===== config.mk =====
export PLATFORM = sky130hd
export DESIGN_NAME = sec_countdown
export DESIGN_NICKNAME = d
export VERILOG_FILES = /design/src/rtl/sec_countdown_pkg.sv /design/src/rtl/sec_countdown_tick_prescaler.sv /design/src/rtl/sec_countdown.sv
export SDC_FILE = /design/constraint.sdc
export NUM_CORES = 1
export LEC_CHECK = 0
export ABC_AREA = 1
export ABC_CLOCK_PERIOD_IN_PS = 1310
export CAP_MARGIN = 40
export CORE_MARGIN = 2
export CORE_UTILIZATION = 52
export CTS_CLUSTER_SIZE = 40
export DETAILED_ROUTE_END_ITERATION = 8
export PLACE_DENSITY_LB_ADDON = 0.1
export SYNTH_ARGS = -nofsm -noshare
export SYNTH_HDL_FRONTEND = slang
export SYNTH_SLANG_ARGS = --single-unit

===== constraint.sdc =====
create_clock -name clk_50MHz -period 1.31 [get_ports clk_50MHz]
set_input_delay 0.262 -clock clk_50MHz [delete_from_list [all_inputs] [get_ports clk_50MHz]]
set_output_delay 0.262 -clock clk_50MHz [all_outputs]
set_load 0.1 [all_outputs]

===== src/rtl/sec_countdown_pkg.sv =====
// Shared definitions for the seconds countdown timer: FSM state encoding and
// default prescaler divisors for 50 MHz hardware and for fast simulation.
package sec_countdown_pkg;

  typedef enum logic {
    ST_IDLE = 1'b0,
    ST_RUN  = 1'b1
  } state_t;

  localparam int unsigned DIV_HW  = 50_000_000;
  localparam int unsigned DIV_SIM = 4;

endpackage


===== src/rtl/sec_countdown_tick_prescaler.sv =====
// Tick prescaler: counts enabled clocks 0..DIV-1 and emits a one-cycle tick
// on wrap. `wrap` is the same-cycle strobe so the owner can act on that edge.
module tick_prescaler
  import sec_countdown_pkg::*;
#(
  parameter int unsigned DIV       = DIV_HW,
  parameter int unsigned DIV_WIDTH = 26
) (
  input  logic clk_50MHz,
  input  logic res,
  input  logic clr,
  input  logic en,
  output logic wrap,
  output logic tick
);

  localparam logic [DIV_WIDTH-1:0] PCNT_MAX = DIV_WIDTH'(DIV - 1);
  localparam logic [DIV_WIDTH-1:0] PCNT_ONE = DIV_WIDTH'(1);

  logic [DIV_WIDTH-1:0] pcnt_q, pcnt_d;
  logic                 tick_q, tick_d;

  always_comb begin
    wrap   = en && !clr && (pcnt_q == PCNT_MAX);
    pcnt_d = pcnt_q;
    tick_d = 1'b0;
    if (clr) begin
      pcnt_d = '0;
    end else if (wrap) begin
      pcnt_d = '0;
      tick_d = 1'b1;
    end else if (en) begin
      pcnt_d = pcnt_q + PCNT_ONE;
    end
  end

  always_ff @(posedge clk_50MHz or posedge res) begin
    if (res) begin
      pcnt_q <= '0;
      tick_q <= 1'b0;
    end else begin
      pcnt_q <= pcnt_d;
      tick_q <= tick_d;
    end
  end

  assign tick = tick_q;

endmodule


===== src/rtl/sec_countdown.sv =====
// Loadable seconds countdown with one-shot/auto-reload and pause.
// Optional blink square wave on clk_sq when SEC_COUNTDOWN_SQWAVE_EN is defined.
module sec_countdown
  import sec_countdown_pkg::*;
#(
  parameter int unsigned DIV       = DIV_HW,
  parameter int unsigned DIV_WIDTH = 26,
  parameter int unsigned CNT_WIDTH = 6
) (
  input  logic                 clk_50MHz,
  input  logic                 res,
  input  logic                 start,
  input  logic [CNT_WIDTH-1:0] duration,
  input  logic                 auto_reload,
  input  logic                 pause,
  output logic                 tick,
  output logic [CNT_WIDTH-1:0] remaining,
  output logic                 busy,
  output logic                 done,
  output logic                 clk_sq
);

  localparam logic [CNT_WIDTH-1:0] REM_ONE = CNT_WIDTH'(1);

  state_t               state_q, state_d;
  logic [CNT_WIDTH-1:0] rem_q, rem_d;
  logic                 done_q, done_d;
  logic                 busy_q, busy_d;
  logic                 wrap;
  logic                 pre_en;

  // Prescaler only advances while running unpaused; start always realigns it.
  assign pre_en = (state_q == ST_RUN) && !pause;

  tick_prescaler #(
    .DIV       (DIV),
    .DIV_WIDTH (DIV_WIDTH)
  ) u_prescaler (
    .clk_50MHz (clk_50MHz),
    .res       (res),
    .clr       (start),
    .en        (pre_en),
    .wrap      (wrap),
    .tick      (tick)
  );

  always_comb begin
    state_d = state_q;
    rem_d   = rem_q;
    done_d  = 1'b0;
    if (start) begin
      if (duration == '0) begin
        state_d = ST_IDLE;
        rem_d   = '0;
        done_d  = 1'b1;
      end else begin
        state_d = ST_RUN;
        rem_d   = duration;
      end
    end else if ((state_q == ST_RUN) && wrap) begin
      if (rem_q == REM_ONE) begin
        done_d = 1'b1;
        if (auto_reload && (duration != '0)) begin
          rem_d = duration;
        end else begin
          rem_d   = '0;
          state_d = ST_IDLE;
        end
      end else if (rem_q != '0) begin
        rem_d = rem_q - REM_ONE;
      end
    end
    busy_d = (state_d == ST_RUN);
  end

  always_ff @(posedge clk_50MHz or posedge res) begin
    if (res) begin
      state_q <= ST_IDLE;
      rem_q   <= '0;
      done_q  <= 1'b0;
      busy_q  <= 1'b0;
    end else begin
      state_q <= state_d;
      rem_q   <= rem_d;
      done_q  <= done_d;
      busy_q  <= busy_d;
    end
  end

  assign remaining = rem_q;
  assign done      = done_q;
  assign busy      = busy_q;

`ifdef SEC_COUNTDOWN_SQWAVE_EN
  // Free-running half-period divider, independent of the countdown FSM.
  localparam logic [DIV_WIDTH-1:0] HALF_MAX = DIV_WIDTH'(DIV / 2 - 1);
  localparam logic [DIV_WIDTH-1:0] SQ_ONE   = DIV_WIDTH'(1);

  logic [DIV_WIDTH-1:0] sq_cnt_q, sq_cnt_d;
  logic                 sq_q, sq_d;

  always_comb begin
    sq_cnt_d = sq_cnt_q + SQ_ONE;
    sq_d     = sq_q;
    if (sq_cnt_q == HALF_MAX) begin
      sq_cnt_d = '0;
      sq_d     = ~sq_q;
    end
  end

  always_ff @(posedge clk_50MHz or posedge res) begin
    if (res) begin
      sq_cnt_q <= '0;
      sq_q     <= 1'b0;
    end else begin
      sq_cnt_q <= sq_cnt_d;
      sq_q     <= sq_d;
    end
  end

  assign clk_sq = sq_q;
`else
  assign clk_sq = 1'b0;
`endif

endmodule


; ---- Word level (Yosys, flattened, before mapping)
; Index checks and enable logic that the tools add are counted.
[totals]
regBits = 35
latch_bits = 0
ramBits = 0
romBits = 0
word_cells = 46
mem_count = 0
[classes]
add_sub_neg = 2
multipliers = 0
div_mod_pow = 0
n_lt_le_gt_ge = 0
n_eq_ne = 3
shift = 0
mux = 20
bitwise_logic = 0
reduce_logical = 16
[ops]
columns = op, n
row1 = 26-bit two-way mux, 3
row2 = 6-bit two-way mux, 6
row3 = 26-bit by 1-bit adder with 26-bit output (second input constant), 1
row4 = 26-bit equality test (second input constant), 1
row5 = 6-bit nonzero test, 2
row6 = 1-bit two-way mux, 11
row7 = 6-bit by 1-bit equality test with 1-bit output (second input constant), 1
row8 = 6-bit zero test, 1
row9 = 3-bit nonzero test, 2
row10 = 6-bit by 1-bit subtractor with 6-bit output (second input constant), 1
row11 = 1-bit logical AND, 5
row12 = 2-bit nonzero test, 2
row13 = 3-bit AND reduction, 1
row14 = 1-bit zero test, 2
row15 = 2-bit inequality test (second input constant), 1
row16 = 2-bit AND reduction, 1

; ---- Logic depth before layout (Yosys ltp)
[logic_depth]
depth_word = 7
depth_mapped = 10
depth_no_buf = 10

; ---- Cells and area by module
; From an unflattened synthesis, not the netlist that was laid out.
[unflattened]
cells_unflattened = 323
area_unflattened_um2 = 2338.5
[modules_own_cells]
columns = module, n_inst, cells_each, area_each_um2, seq_area_each_um2
row1 = tick_prescaler, 1, 226, 1689.1, 675.6
row2 = sec_countdown, 1, 97, 649.4, 200.2

; ---- Worst setup path before layout
; No wires, ideal clock.
[synth_path]
path_kind = flip-flop to flip-flop
start = reg rem_q[1] (netlist: remaining[1])
end = reg rem_q[2] (netlist: remaining[2])
setup_time_ns = 0.068
t_arrival_ns = 1.986
t_required_ns = 1.242
setup_slack_ns = -0.744
path_stages_with_launch = 10
path_buffers = 0
period_less_slack_ns = 2.054
cell_sequence = dfrtp_1 > inv_1 > ha_1 > nand3_2 > nand2_2 > inv_2 > nand4_4 > nand2_2 > nand2_1 > nand2_1
[synth_via]
elab_chain_cells = 5
elab_cells_between_ends = 9
cone_classes = add/sub: 1 / eq/ne: 1 / mux: 4 / reduce/logical: 3
[synth_lines]
columns = element, line
row1 = from (decl), sec_countdown.sv:26  ; logic [CNT_WIDTH-1:0] rem_q, rem_d;
row2 = from (signal assigned), sec_countdown.sv:84  ; rem_q <= rem_d;
row3 = 6-bit by 1-bit subtractor with 6-bit output, sec_countdown.sv:70  ; rem_d = rem_q - REM_ONE;
row4 = 6-bit two-way mux, sec_countdown.sv:69  ; end else if (rem_q != '0) begin
row5 = 6-bit two-way mux, sec_countdown.sv:61  ; if (rem_q == REM_ONE) begin
row6 = 6-bit two-way mux, sec_countdown.sv:60  ; end else if ((state_q == ST_RUN) && wrap) begin
row7 = 6-bit two-way mux, sec_countdown.sv:51  ; if (start) begin
; Several ways; a longest one is shown, not always the timed one. The select of a mux whose other input is x is not followed.
; A chain may end at the register's enable or synchronous reset.

; ---- Final worst setup path
[layout_path]
start = reg u_prescaler.pcnt_q[1]
end = reg u_prescaler.pcnt_q[17]
[layout_via]
elab_chain_cells = 4
elab_cells_between_ends = 7
cone_classes = add/sub: 1 / eq/ne: 1 / mux: 3 / reduce/logical: 2
[layout_lines]
columns = element, line
row1 = from (decl), sec_countdown_tick_prescaler.sv:20  ; logic [DIV_WIDTH-1:0] pcnt_q, pcnt_d;
row2 = from (signal assigned), sec_countdown_tick_prescaler.sv:42  ; pcnt_q <= pcnt_d;
row3 = 26-bit by 1-bit adder with 26-bit output / 26-bit equality test (equally long branches), "sec_countdown_tick_prescaler.sv:33, sec_countdown_tick_prescaler.sv:24"
row4 = 26-bit two-way mux / 1-bit logical AND (equally long branches), "sec_countdown_tick_prescaler.sv:32, sec_countdown_tick_prescaler.sv:24"
row5 = 26-bit two-way mux, sec_countdown_tick_prescaler.sv:29  ; end else if (wrap) begin
row6 = 26-bit two-way mux, sec_countdown_tick_prescaler.sv:27  ; if (clr) begin
; Several ways; a longest one is shown, not always the timed one. The select of a mux whose other input is x is not followed.

==> run_results.csv <==
group,metric,value,unit
route,wl_per_cell,17.0,um
global_route,grt_max_degree,36,
die,core,0.00406,sq mm
global_route,grt_pass1_vias,2650,
logic_synthesis,yosys-top-cells-area,"dfrtp_1 (40%), nand2_1 (14%), nor2_1 (9.0%), inv_1 (4.9%), nand3_1 (4.5%)",
die,die_x,69.3,um
clock_network,cts_tree,"yes",
route,via_per_inst,5.52,
sta,setup_viol,40,
status,outcome,"complete, but fails checks",
pwr,pwr_density_cell,1260,mW/mm^2
placement,routabilityCongestion,0.889,
sta,final.setup_skew,9.67,ps
sta,layout_min_cycle_time,1660,ps
die,die-area,0.00480,sq mm
clock_network,htreeDepth,2,
worst_setup_path,cp-end-kind,"flip-flop",
flow_run,max_cap_violations,0,
clock_network,cts.sinks,35,
route,vias,2591,
worst_setup_path,critPathMaxStageDelay,390,ps
placement,dpl.hpwl,4800,um
logic_synthesis,syn_nets,317,
sta,max_freq,0.602,GHz
logic_synthesis,ys_seq_area_frac,0.395,
global_route,antenna_found_initial,0,
die,start_util,0.546,
sta,setup_slack,-350,ps
sta,rsz0062_at_grt,"true",
layout,final_cell_mix,"nand2_1 (79), buf_4 (77), nor2_1 (38)",
layout,layout.nets,432,
clock_network,clock_insertion_delay_worst_skew,300,ps
worst_setup_path,crit_path_top_delay_cell,"dfrtp_1",
logic_synthesis,synthSimpleGateAreaFrac,0.434,
status,violations,"negative setup slack",
global_route,grt-ovfl-total,0,
worst_setup_path,worstPathArrival,1890,ps
layout,drive_gt1_frac,0.432,
pwr,p_leak,0.00165,uW
die,ioPinCount,21,
clock_network,ctsHoldBuffers,0,
logic_synthesis,synth_compound_area_frac,0.0412,
route,first_iter_violations,244,
layout,areaGrowthSynthToFinish,66.7,%
worst_setup_path,crit_chain,"buf_4, nand2_1, nor2_4, nand3_2, nor2_2, nand2_1, o21bai_1, nand2_1, nor2_1",
placement,placed_cell_area,0.00329,sq mm
layout,final_util,0.910,
pwr,irDropWorstVdd,2.09,mV
clock_network,cts_root_buf,"clkbuf_8",
logic_synthesis,yosysTopAreaCellShare,0.395,
worst_setup_path,crit_family,"simple AND/OR/NAND/NOR gates",
sta,final-hold-violation-count,0,
logic_synthesis,syn_avg_cell_area,7.31,sq um
logic_synthesis,yosysTopAreaCell,"dfrtp_1",
clock_network,clockBufferDepth,2,
worst_setup_path,path_class,"reg -> reg",
worst_setup_path,cpMostUsedCell,"nand2_1",
route,drtAntennaViolNets,0,
logic_synthesis,synth_seq_cells,35,
logic_synthesis,synth_mux_area_frac,0,
layout,instances_no_fill,469,
placement,portBuffers,19,
worst_setup_path,critical_path_buf_inv_count,1,
route,dr.pass1.iters,4,
layout,final_cell_area,0.00369,sq mm
worst_setup_path,worstPathRequired,1540,ps
worst_setup_path,rrSetupSlack,-350,ps
logic_synthesis,synthDistinctLibCells,33,
global_route,gr-usage-all-layers,0.320,
die,rows,23,
route,routed_wl,7980,um
die,dieHeight,69.3,um
clock_network,clk_pin_slew_worst_paths,80,ps
placement,dp_cells,448,
clock_network,cts_made_buffers,5,
logic_synthesis,synthXorXnorAreaFrac,0.0395,
logic_synthesis,yosys_warnings,0,
logic_synthesis,syn-cell-area,0.00221,sq mm
worst_hold_path,hold_class,"in -> async",
route,drc_errors,0,
sta,period_share,1.27,
layout,n_antenna_cell,0,
logic_synthesis,synth_top_family_by_area,"simple AND/OR/NAND/NOR gates",
global_route,grt_pass1_wl,12100,um
layout,nFillCells,168,
worst_setup_path,crit_fanout,5,
sta,slew_viol_final,0,
worst_setup_path,start_kind,"flip-flop",
layout,layout_commonest_cell,"nand2_1",
logic_synthesis,synth_cells,303,
logic_synthesis,synth_fa_ha_area_frac,0.0169,
==> final cells by class <==
class	count	area, sq um	area share
clock buffers	8	100	0.0271
well taps	50	62.6	0.0169
inverters	31	129	0.0349
multi-input cells	234	1460	0.396
repair buffers	111	1040	0.281
flip-flops and latches	35	901	0.244
==> sequential cells by signal, indices dropped and copies added (netlist names) <==
register,count
u_prescaler.pcnt_q,26
remaining,6
busy,1
done,1
u_prescaler.tick,1
==> final timing paths <==
check / startpoint / endpoint / cells after the start
setup / recovery: u_prescaler.pcnt_q[1] / u_prescaler.pcnt_q[17] / 9
min in group clk_50MHz: u_prescaler.pcnt_q[25] / u_prescaler.pcnt_q[25] / 3
setup reg to reg: u_prescaler.pcnt_q[1] / u_prescaler.pcnt_q[17] / 9
hold / removal: res / u_prescaler.pcnt_q[2] / 3
hold reg to reg: u_prescaler.pcnt_q[25] / u_prescaler.pcnt_q[25] / 3
max in group asynchronous: res / busy / 3
==> kinds of logic (layout without fill, tap and decap cells) <==
group           Yosys count  count (layout)
buf+inv                  35             150
flops                    35              35
simple gates            202             203
other cells               1               1
compound gates           17              17
fa+ha+maj                 3               3
xor+xnor                 10              10
==> report_power, final <==
group          internal (uW)  switching [uW]
Combinational           1030            1390
Clock                    480             413
Sequential              1220             122
==> synth_stat cells (all sizes together) <==
library cell,number
xnor2,3
or2,1
ha,3
inv,31
o21bai,1
dfrtp,35
nor3b,1
conb,1
nand4,13
nor3,10
xor2,7
buf,4
nand3,24
nand2,89
and3,1
a21oi,5
o31ai,1
o21ai,9
o22ai,1
nor4,1
nand3b,1
nor2,61
==> per-stage QoR <==
step / total power, uW / TNS, ps / hold slack (ps) / worst slack [ps]
detailed placement: 3520 / -13570 / 580 / -474
global placement: 3470 / -11690 / 566 / -397
finish: 4660 / -8410 / 344 / -350
floorplan: 2600 / -3510 / 335 / -197
CTS: 4590 / -5960 / 365 / -208
global route: 4840 / -10970 / 357 / -393
==> tightest hold or removal path, stage by stage <==
cell and delay [ps]:
clkdlybuf4s50_1 410, inv_1 100, buf_12 230
==> per-layer routing <==
layer	routed length [um]	vias up	global-route usage
met5	0	-	0
met4	412	0	0.150
met3	482	35	0.0756
met2	4060	131	0.553
met1	3020	1221	0.374
li1	-	1204	-
==> timing repair <==
action / CTS / global route
gates resized for setup: 31 / 19
hold endpoints to repair: 0 / 0
pin swaps: 15 / 10
buffers inserted: 8 / 4
endpoints found under the setup margin: 40 / 42
cloned: 1 / 0
Power figures use the tool's default switching activity.
